## src/rtl/cpu_pkg.sv

```systemverilog
// Shared constants for the branch predictor: 2-bit counter encodings,
// the default table index width and the sequential PC step.
package cpu_pkg;

  localparam logic [1:0] SNT = 2'b00;
  localparam logic [1:0] WNT = 2'b01;
  localparam logic [1:0] WT  = 2'b10;
  localparam logic [1:0] ST  = 2'b11;

  localparam int IDX_W_DEF = 6;
  localparam int PC_INC    = 4;

endpackage

```

## src/rtl/sat_counter2.sv

```systemverilog
// Next-state function of one 2-bit saturating taken/not-taken counter.
module sat_counter2
  import cpu_pkg::*;
(
  input  logic [1:0] state,
  input  logic       taken,
  output logic [1:0] next_state
);

  always_comb begin
    next_state = state;
    if (taken) begin
      if (state != ST) next_state = state + 2'd1;
    end else begin
      if (state != SNT) next_state = state - 2'd1;
    end
  end

endmodule

```

## src/rtl/branch_predictor.sv

```systemverilog
// 2-bit counter branch predictor with registered mispredict flush/redirect
// and saturating branch/mispredict statistics.
module branch_predictor
  import cpu_pkg::*;
#(
  parameter int IDX_W = IDX_W_DEF,
  parameter int PC_W  = 32,
  parameter int CNT_W = 16
) (
  input  logic             clk_i,
  input  logic             rst_i,
  input  logic [PC_W-1:0]  pred_pc_i,
  output logic             pred_taken_o,
  input  logic             res_valid_i,
  input  logic [PC_W-1:0]  res_pc_i,
  input  logic             res_pred_i,
  input  logic             res_taken_i,
  input  logic [PC_W-1:0]  res_target_i,
  output logic             flush_o,
  output logic [PC_W-1:0]  redirect_pc_o,
  output logic [CNT_W-1:0] branch_cnt_o,
  output logic [CNT_W-1:0] miss_cnt_o
);

  localparam int ENTRIES = 2 ** IDX_W;

  logic [1:0]       tbl [ENTRIES];
  logic [IDX_W-1:0] pred_idx;
  logic [IDX_W-1:0] res_idx;
  logic [1:0]       upd_next;
  logic             miss;
  logic             unused_bits;

  assign pred_idx     = pred_pc_i[IDX_W+1:2];
  assign res_idx      = res_pc_i[IDX_W+1:2];
  assign pred_taken_o = tbl[pred_idx][1];
  assign miss         = res_valid_i && (res_pred_i != res_taken_i);

  // Low and high PC bits do not select an entry; aliasing is accepted.
  assign unused_bits = ^{pred_pc_i[PC_W-1:IDX_W+2], pred_pc_i[1:0]};

  sat_counter2 u_sat (
    .state      (tbl[res_idx]),
    .taken      (res_taken_i),
    .next_state (upd_next)
  );

  always_ff @(posedge clk_i or posedge rst_i) begin
    if (rst_i) begin
      for (int i = 0; i < ENTRIES; i++) tbl[i] <= WNT;
    end else if (res_valid_i) begin
      tbl[res_idx] <= upd_next;
    end
  end

  // Redirect only loads on a miss so res_* garbage never reaches state.
  always_ff @(posedge clk_i or posedge rst_i) begin
    if (rst_i) begin
      flush_o       <= 1'b0;
      redirect_pc_o <= '0;
    end else begin
      flush_o <= miss;
      if (miss) begin
        redirect_pc_o <= res_taken_i ? res_target_i : res_pc_i + PC_W'(PC_INC);
      end
    end
  end

  always_ff @(posedge clk_i or posedge rst_i) begin
    if (rst_i) begin
      branch_cnt_o <= '0;
      miss_cnt_o   <= '0;
    end else begin
      if (res_valid_i && (branch_cnt_o != '1)) branch_cnt_o <= branch_cnt_o + CNT_W'(1);
      if (miss && (miss_cnt_o != '1))          miss_cnt_o   <= miss_cnt_o + CNT_W'(1);
    end
  end

endmodule

```

## config.mk

```make
export PLATFORM = sky130hd
export DESIGN_NAME = branch_predictor
export DESIGN_NICKNAME = d
export VERILOG_FILES = /design/src/rtl/cpu_pkg.sv /design/src/rtl/sat_counter2.sv /design/src/rtl/branch_predictor.sv
export SDC_FILE = /design/constraint.sdc
export NUM_CORES = 1
export LEC_CHECK = 0
export ABC_AREA = 1
export BUFFER_PORTS_ARGS = -buffer_cell sky130_fd_sc_hd__clkbuf_2
export CAP_MARGIN = 20
export CELL_PAD_IN_SITES_DETAIL_PLACEMENT = 0
export CELL_PAD_IN_SITES_GLOBAL_PLACEMENT = 2
export CORE_UTILIZATION = 34
export DETAILED_ROUTE_END_ITERATION = 16
export PLACE_DENSITY = 0.93
export SLEW_MARGIN = 40
export SYNTH_ARGS = -nofsm -noshare
export SYNTH_HDL_FRONTEND = slang
export SYNTH_SLANG_ARGS = --single-unit
```

## constraint.sdc

```tcl
create_clock -name clk_i -period 13.7 [get_ports clk_i]
set_clock_uncertainty 0.2 [all_clocks]
set_input_delay 1.37 -clock clk_i [delete_from_list [all_inputs] [get_ports clk_i]]
set_output_delay 1.37 -clock clk_i [all_outputs]
set_load 0.01 [all_outputs]
```

After elaboration in Yosys (flattened, before gate mapping) --
Index checks and enable logic that the tools add are counted.
Word-level totals: bits in registers 193, bits of input ports 101, output and inout port bits 66, word-level logic and storage cells 100
Cells by class: add/sub/neg operators 5, order comparisons 3, equal/unequal tests 4, muxes and demuxes 13, bitwise gates (word level) 2, reductions and logical operators 5
Operators by type and width (number):
- $bwmux 128 | 1
- $add 16x1->16 const B | 2
- $add 32x3->32 const B | 1
- $mux 32 | 1
- $ne 16x16->1 const B | 2
- $bmux 2 s6 | 2
- $mux 2 | 8
- $ge 7x7->1 const B | 2
- $not 6->7 | 2
- $demux 2 s6 | 1
- $lt 7x1->1 const B | 1
- $logic_and 1x1->1 | 4
- $add 2x1->2 const B | 1
- $ne 2x2->1 const B | 1
- $reduce_bool 2->1 | 1
- $sub 2x1->2 const B | 1
- $ne 1x1->1 | 1

Longest topological paths before layout --
depth after elaboration 8, depth in mapped cells 20, depth with buffers taken out 16

By module --
From an unflattened synthesis, not the netlist that was laid out.
Unflattened totals: cell total of the unflattened synthesis 1489, area, all modules 10651.5 um^2
Modules (own cells, without submodules):
- branch_predictor | instances 1, cells each 1483, area an instance 10626.4 um^2, seq. area each 4909.7 um^2
- sat_counter2 | instances 1, cells each 6, area an instance 25.0 um^2, seq. area each 0.0 um^2

Least setup slack after synthesis --
Ideal clock, no wire load.
path type in2out, from in pred_pc_i[2], to out pred_taken_o, data arrival time 2467 ps, data required time 12130 ps, slack 9663 ps, cell stages on the path 8, path buffers 1, cell sequence inv_1 clkbuf_1 nor2_1 o221ai_1 o211ai_1 nand3_1 nand2_1 o21ai_0
Between the ends: cells in the longest elaborated chain, start to end 4
RTL lines:
- start: declaration | RTL line branch_predictor.sv:12 | input logic [PC_W-1:0] pred_pc_i,
- $not 6->7 (not written as such) | RTL line branch_predictor.sv:36 | assign pred_taken_o = tbl[pred_idx][1];
- $bmux 2 s6 | RTL line branch_predictor.sv:36
- $mux 2 (not written as such) (2 in a row) | RTL line branch_predictor.sv:36
- end: declaration | RTL line branch_predictor.sv:13 | output logic pred_taken_o,
No other way between the ends. The select of a mux whose other input is x is not followed.

Worst setup path in the final report --
Same ends and word-level chain as after synthesis.

==> results.sh <==
export IMPL_ys_ff_latch=193
export IMPL_final_common_cell="nand2_1"
export IMPL_rsz0062_at_grt="false"
export IMPL_slowest_delay_ns=0.55
export IMPL_max_freq_mhz=200
export IMPL_setup_ws_ns=8.71
export IMPL_clock_latency_ns=0.46
export IMPL_via_per_inst=4.83
export IMPL_ios=167
export IMPL_status="completed"
export IMPL_placed_area_um2=12500
export IMPL_finalSetupViolCount=0
export IMPL_grt_pass1_wl_um=57400
export IMPL_cts_num_sinks=193
export IMPL_clock_path_buffers=2
export IMPL_drt_iter0_drc=803
export IMPL_holdPathStages=2
export IMPL_slowest_stage="inv_2"
export IMPL_cts_tree="yes"
export IMPL_finalPower_mw=1.59
export IMPL_dp_hpwl_um=23600
export IMPL_antenna_found_initial=0
export IMPL_grt_max_degree=126
export IMPL_layout_drive_gt1_share_pct=14.3
export IMPL_worstSetupEndpointType="output pin"
export IMPL_cts_resized=0
export IMPL_period_share_pct=36.4
export IMPL_core_area_um2=33400
export IMPL_maxCapViolations=0
export IMPL_worst_setup_path_start_kind="primary input"
export IMPL_die_h_um=186
export IMPL_syn2layout_area_growth_pct=14.1
export IMPL_required_ns=12.13
export IMPL_max_slew_margin_pct=43.9
export IMPL_path_max_fanout=41
export IMPL_start_util_pct=34.4
export IMPL_dr_pass1_iters=5
export IMPL_layout_common_cells="nand2_1, nor2_1, inv_1, clkbuf_2, dfrtp_1"
export IMPL_std_cell_rows=67
export IMPL_final_cell_area_um2=13100
export IMPL_cts_buffers=17
export IMPL_ys_seq_area_share_pct=42.7
export IMPL_track_usage_pct=21.8
export IMPL_nFillCells=3538
export IMPL_finish_utilization_pct=39.3
export IMPL_grt_overflow=0
export IMPL_fin_tns_setup_ns=0
export IMPL_layout_min_cycle_time_ns=4.99
export IMPL_die_w_um=186
export IMPL_ir_worst_vdd_mv=0.107
export IMPL_p_leak_nw=6.62
export IMPL_ys_types=35
export IMPL_routed_wl_um=36800
export IMPL_crit_path_frequent_cell="o21ai_0"
export IMPL_hold_path_class="reg -> reg"
export IMPL_finalMaxSlewViolations=0
export IMPL_cts_max_level=4
export IMPL_clk_pin_slew_ns=0.07
export IMPL_synthesis_area_um2=11500
export IMPL_avgSynthCellArea_um2=6.67
export IMPL_p_per_area_nw_per_um2=121
export IMPL_clockRootBuffer="clkbuf_16"
export IMPL_port_buffers=140
export IMPL_postCtsHoldBufs=0
export IMPL_synth_warnings=0
export IMPL_syn_num_nets=1829
export IMPL_place_ws_ns=8.75
export IMPL_tightest_slew_ns=0.842
export IMPL_fin_nets=1927
export IMPL_grt_pass1_vias=10400
export IMPL_synth_cells=1725
export IMPL_crit_arrival_ns=3.42
export IMPL_rr_worst_depth=11
export IMPL_vias=11000
export IMPL_worstPathCellList="clkbuf_4 -> inv_2 -> o21ai_0 -> o221ai_1 -> o211ai_1 -> nand3_1 -> nand2_1 -> o21ai_0 -> clkbuf_2"
export IMPL_place_gp_congestion=0.892
export IMPL_postCtsSetupBuffers=0
export IMPL_diodes=0
export IMPL_crit_type="in -> out"
export IMPL_die_area_um2=34600
export IMPL_wl_per_cell_um=16.1
export IMPL_drcViolationCount=0
export IMPL_hold_viol=0
export IMPL_drtAntennaViolNets=0
==> Yosys cell counts <==
library cell	instances	area share (%)
buf_1	7	0.23
nand2_2	2	0.11
o21ai_1	6	0.26
nand2_1	761	25
dfstp_2	64	15
inv_2	5	0.16
inv_1	171	5.6
nor2_4	1	0.098
a22oi_1	1	0.065
a31oi_4	1	0.18
nand3_1	118	5.1
xor2_1	28	2.1
or2_0	2	0.11
ha_1	3	0.33
nor3b_1	3	0.20
nor2_1	171	5.6
dfrtp_1	129	28
clkbuf_1	23	0.75
buf_4	12	0.78
nor3_1	32	1.4
nand4_1	10	0.54
o211ai_1	17	1.1
o22ai_1	4	0.22
nand3b_1	2	0.13
or2_2	4	0.22
buf_6	2	0.20
a21oi_1	27	1.2
nor3_2	1	0.087
nor2_2	2	0.11
xnor2_1	13	0.99
nor4_1	2	0.11
a31oi_1	4	0.22
buf_2	25	1.1
o221ai_1	4	0.30
o21ai_0	68	3.0
==> through the flow <==
step | cells | hold slack (ns)
finish | 2284 | 0.268
global placement | 2252 | 0.254
detailed placement | 2252 | 0.256
CTS | 2284 | 0.269
floorplan | 1725 | 0.247
global route | 2284 | 0.274
==> power breakdown <==
group          total, mW  switching, mW  leakage, nW  internal [mW]
registers          0.731         0.0632         2.35          0.668
clock network      0.524          0.247        0.277          0.277
logic              0.330          0.218         3.99          0.112
total               1.59          0.528         6.62           1.06
==> worst max-delay path, delay by kind of cell <==
kind	cells	cell delay (ns)
buffers and inverters	3	1.09
AO/OA/AOI/OAI	4	0.76
AND/OR/NAND/NOR	2	0.18
==> logic make-up after synthesis <==
| group | Yosys count | share of synthesized area, % |
|---|---|---|
| simple gates | 1111 | 38.6 |
| buf+inv | 245 | 8.78 |
| flops | 193 | 42.7 |
| compound gates | 132 | 6.49 |
| xor+xnor | 41 | 3.12 |
| fa+ha+maj | 3 | 0.326 |
==> layout make-up <==
class	instances	area (um2)	area share, %
multi-input cells	1287	5630	42.8
flip-flops and latches	193	4910	37.4
inverters	176	673	5.12
repair buffers	148	771	5.87
well taps	448	561	4.27
clock buffers	19	443	3.37
clock inverters	13	151	1.15
==> state kept, by name (all words and copies together), names as in the netlist <==
name and cells:
branch_cnt_o 16, flush_o 1, miss_cnt_o 16, redirect_pc_o 32, tbl 128
==> final timing paths <==
kind	startpoint	endpoint	slack [ns]
max reg2reg	tbl[75]	tbl[17]	11.00
max in group asynchronous	rst_i	redirect_pc_o[9]	11.30
min reg2reg	tbl[8]	tbl[8]	0.27
max	pred_pc_i[2]	pred_taken_o	8.71
min	tbl[8]	tbl[8]	0.27
min in group asynchronous	rst_i	tbl[77]	0.82
==> metal layers <==
metal	share of wire [%]	GRT usage (%)	up-vias	wire length, um
li1	-	-	5535	-
met1	45	28.8	5207	16500
met2	49	36.4	233	18000
met3	3.9	2.76	51	1440
met4	2.5	7.74	0	932
met5	0	0	-	0
No activity file was read; power rests on OpenSTA's default activity.
